==> config.mk <==
export PLATFORM = sky130hd
export DESIGN_NAME = fifo_uart_tx
export DESIGN_NICKNAME = d
export VERILOG_FILES = /design/src/rtl/fifo_uart_tx.sv
export SDC_FILE = /design/constraint.sdc
export NUM_CORES = 1
export LEC_CHECK = 0
export CAP_MARGIN = 40
export CORE_MARGIN = 2
export CORE_UTILIZATION = 52
export CTS_CLUSTER_DIAMETER = 50
export DETAILED_ROUTE_END_ITERATION = 8
export PLACE_DENSITY = 0.78
export SYNTH_ARGS = -nofsm -noshare
export SYNTH_HDL_FRONTEND = slang
export SYNTH_SLANG_ARGS = --single-unit
==> constraint.sdc <==
create_clock -name clk -period 2 [get_ports clk]
set_input_delay 0.4 -clock clk [delete_from_list [all_inputs] [get_ports clk]]
set_output_delay 0.4 -clock clk [all_outputs]
set_load 0.02 [all_outputs]
==> src/rtl/fifo_uart_tx.sv <==
// Serial transmitter that pops words from an upstream FIFO and sends them as
// start / WIDTH data bits (LSB first) / stop frames on a registered tx line.
module fifo_uart_tx #(
  parameter int WIDTH        = 8,
  parameter int CLKS_PER_BIT = 16
) (
  input  logic             clk,
  input  logic             rst,
  input  logic             enable,
  input  logic [WIDTH-1:0] fifo_rdata,
  input  logic             fifo_empty,
  output logic             fifo_ren,
  output logic             tx,
  output logic             busy,
  output logic             done
);

  localparam int BW = $clog2(CLKS_PER_BIT);
  localparam int NW = $clog2(WIDTH) + 1;

  typedef enum logic [1:0] {IDLE, START, DATA, STOP} state_t;

  state_t           state, state_nx;
  logic [WIDTH-1:0] shreg;
  logic [BW-1:0]    baud;
  logic [NW-1:0]    bit_cnt;
  logic             baud_end, last_bit;

  assign baud_end = (baud == BW'(CLKS_PER_BIT - 1));
  assign last_bit = (bit_cnt == NW'(WIDTH - 1));

  always_comb begin
    state_nx = state;
    fifo_ren = 1'b0;
    busy     = (state != IDLE);
    done     = (state == STOP) && baud_end;
    case (state)
      IDLE: begin
        // Pop is suppressed during reset so a reset cycle never loses a word.
        if (enable && !fifo_empty && !rst) begin
          fifo_ren = 1'b1;
          state_nx = START;
        end
      end
      START:   if (baud_end) state_nx = DATA;
      DATA:    if (baud_end && last_bit) state_nx = STOP;
      STOP:    if (baud_end) state_nx = IDLE;
      default: state_nx = IDLE;
    endcase
  end

  always_ff @(posedge clk) begin
    if (rst) state <= IDLE;
    else     state <= state_nx;
  end

  always_ff @(posedge clk) begin
    if (rst) begin
      shreg   <= '0;
      baud    <= '0;
      bit_cnt <= '0;
      tx      <= 1'b1;
    end else begin
      // Baud counter restarts on every state change and on every data bit boundary.
      if (state == IDLE || state_nx != state || (state == DATA && baud_end))
        baud <= '0;
      else
        baud <= baud + 1'b1;

      case (state)
        IDLE: begin
          tx <= 1'b1;
          if (fifo_ren) begin
            shreg   <= fifo_rdata;
            bit_cnt <= '0;
            tx      <= 1'b0;
          end
        end
        START: if (baud_end) tx <= shreg[0];
        DATA: begin
          if (baud_end) begin
            if (last_bit) begin
              tx <= 1'b1;
            end else begin
              shreg   <= shreg >> 1;
              tx      <= shreg[1];
              bit_cnt <= bit_cnt + 1'b1;
            end
          end
        end
        STOP:    tx <= 1'b1;
        default: tx <= 1'b1;
      endcase
    end
  end

endmodule

==> out/summary.txt <==
H-tree depth - 1
Total GRT Usage - 0.208
area of the core - 0.00190 sq mm
total power draw - 709 uW
Synth area leader - dfxtp_1
layout cell share with drive strength beyond 1 - 0.187
routed length per instance - 14.0 um
largest net degree at the start of global routing - 21
root buf cell - clkbuf_4
multi-input logic area - 573 sq um
Post-Synth Simple-Gate Area - 0.199
Area growth syn-to-layout - 24.9%
fin worst setup slack - 0.0674 ns
total congestion overflow - 0
Comb power frac - 0.166
final-report max-slew violation count - 0
cell count after synthesis - 109
final net count - 149
outcome - finished clean
sequential cell area fraction in the yosys report - 0.371
PwrDens - 553 mW/mm^2
Syn Std Cell Area - 0.00103 sq mm
die area - 0.00234 sq mm
DRT iter0 DRCs - 13
Cell Int Power - 528 uW
Sw Pwr - 181 uW
Diodes inserted - 0
max_slew headroom - 0.766
Seq pwr share - 0.560
Cell Count Post-Placement - 157
Clk pin slew, worst setup/hold paths - 0.11 ns
maximum clock rate - 517 MHz
Mapped Avg Cell Area - 9.41 sq um
final wirelength - 2260 um
syn nets - 123
Unique masters post-synth - 42
Synth Area in Adders - 0.0244
crit-path max cell delay - 0.44 ns
CP Max Fanout - 2
arrival time of the worst setup path - 1.53 ns
Detail Route Antenna Nets - 0
commonest non-fill, non-tap cell in the layout - dfxtp_1
worst hold path class - reg2reg
first-pass GRT wire length - 3880 um
Die Y - 48.4 um
CP Capture Type - output port
Startpoint Class - input pin
# hold bufs at CTS - 0
YS warnings - 0
Leak Pwr - 0.000469 uW
worst-skew pair later-pin latency - 0.30 ns
via count - 919
Setup TNS - 0 ns
leading cell types in the layout, fill and taps excluded - dfxtp_1 (19), buf_4 (14), clkdlybuf4s50_1 (12), nor2_1 (11)
# DRC - 0
Compound-Gate Fraction of Synth Area - 0.233
Worst EP required - 1.60 ns
CTS buffer count - 3
Port Buf Inserts - 15
Max Root-Sink Buffers - 2
Pre-antenna DRT Iters - 4
Clock power frac - 0.273
Die X - 48.4 um
initial antenna violation count - 0
Final Hold Vio Count - 0
unrepaired setup endpoints after global routing - no
number of synthesized register bits - 19
Vias/cell - 5.71
top cells by area, synth - dfxtp_1 (37%), mux2i_1 (6.8%), a311oi_1 (6.0%), nor2_1 (4.0%), buf_6 (3.3%)
period utilization - 0.966
Slew @ Worst Pin - 0.351 ns
Reg area - 380 sq um
Placer Congestion - 0.826
# setup viols final - 0
CTS Sinks - 19
main combinational cell family by area after synthesis - compound AO/OA/AOI/OAI gates
Non-Filler Instances - 161
row count - 16
# fillers - 159
portion of netlist area occupied by mux cells - 0.0683
crit path cell chain - clkdlybuf4s50_1 -> nand2b_1 -> nor3_1 -> dlygate4sd1_1
vias in the first global route - 897
DP HPWL - 1620 um
Setup WS pre-CTS - -0.243 ns
CP Class - in2out
max-cap violations - 0
min Tclk post-route - 1.93 ns
CP max-delay cell - clkdlybuf4s50_1
Final Skew - 0.00140 ns
CTS tree - yes
Ports - 16
share of the synthesized area in the top cell type - 0.371
Worst IR Drop VDD - 395 uV
Starting Density - 0.539
switch share - 0.256
Post-Synth XOR/XNOR Area - 0.0341
## stage by stage
stage / hold WS [ns] / util / cell area, sq um
finish: 0.462 / 0.674 / 1280
global route: 0.488 / 0.674 / 1280
CTS: 0.459 / 0.674 / 1280
detailed placement: 0.435 / 0.661 / 1260
global placement: 0.430 / 0.661 / 1260
floorplan: 0.418 / - / 1030
## worst paths after layout
kind | from | endpoint | slack [ns] | depth (start not counted)
hold / removal | baud[0] | baud[0] | 0.46 | 1
hold reg to reg | baud[0] | baud[0] | 0.46 | 1
setup reg to reg | baud[0] | bit_cnt[3] | 0.24 | 5
setup / recovery | fifo_empty | fifo_ren | 0.07 | 4
## synth_stat cells
| cell type | n |
|---|---|
| a211oi_1 | 1 |
| a21boi_1 | 1 |
| a21oi_1 | 6 |
| a21oi_2 | 2 |
| a221o_1 | 1 |
| a311oi_1 | 7 |
| a31oi_1 | 1 |
| a31oi_2 | 1 |
| a41oi_1 | 1 |
| and3_1 | 1 |
| and3b_1 | 1 |
| buf_2 | 1 |
| buf_4 | 1 |
| buf_6 | 3 |
| clkbuf_1 | 3 |
| clkinv_1 | 1 |
| dfxtp_1 | 19 |
| ha_1 | 2 |
| inv_1 | 3 |
| mux2i_1 | 7 |
| nand2_1 | 4 |
| nand2b_1 | 1 |
| nand3_1 | 4 |
| nand3b_1 | 2 |
| nand4_1 | 2 |
| nor2_1 | 11 |
| nor2b_1 | 1 |
| nor3_1 | 2 |
| nor4b_2 | 1 |
| nor4b_4 | 1 |
| o211ai_1 | 1 |
| o21ai_0 | 4 |
| o21bai_4 | 1 |
| o22ai_1 | 1 |
| o311ai_0 | 1 |
| o31ai_1 | 1 |
| o32ai_1 | 1 |
| or3_1 | 1 |
| or4_1 | 1 |
| or4b_1 | 1 |
| xnor2_1 | 2 |
| xor2_1 | 2 |
## registers in the layout (all words and copies together) (netlist names)
register  flops
state         2
baud          4
tx            1
shreg         8
bit_cnt       4
## power by group through the flow
| stage | Combinational, uW | Sequential (uW) | Clock, uW |
|---|---|---|---|
| after floorplan | 60.8 | 407 | 0 |
| after global placement | 115 | 405 | 0 |
| after detailed placement | 118 | 406 | 0 |
| after CTS | 118 | 397 | 204 |
| after global routing | 127 | 399 | 213 |
| final | 118 | 397 | 194 |
## cell families (layout without fill, tap and decap cells)
family | count (synthesis) | in the layout
adders and majority gates | 2 | 2
and+or+nand+nor | 34 | 34
muxes | 7 | 7
buffers and inverters | 12 | 37
AOI/OAI and AO/OA | 31 | 31
xor gates and xnor gates | 4 | 4
DFF | 19 | 19
## routing by layer
layer / global-route usage / share of wire / up-vias
li1: - / - / 461
met1: 0.245 / 0.47 / 439
met2: 0.370 / 0.50 / 17
met3: 0.0340 / 0.027 / 2
met4: 0.0952 / 0.0066 / 0
met5: 0 / 0 / -
## repair_timing
action / 4_1_cts / 5_1_grt
gates resized for setup: 2 / 5
setup endpoints to repair: 2 / 3
buffers inserted: 0 / 0
## critical path, delay by kind of cell
family | cells | cell delay (ns)
simple gates | 2 | 0.35
buf+inv | 2 | 0.78
## layout make-up
cell class,count,share of cell area
repair buffers,29,0.196
inverters,4,0.0117
clock buffers,3,0.0176
well taps,27,0.0264
flip-flops and latches,19,0.297
clock inverters,1,0.00391
multi-input cells,78,0.447
No activity file was read; power rests on OpenSTA's default activity.
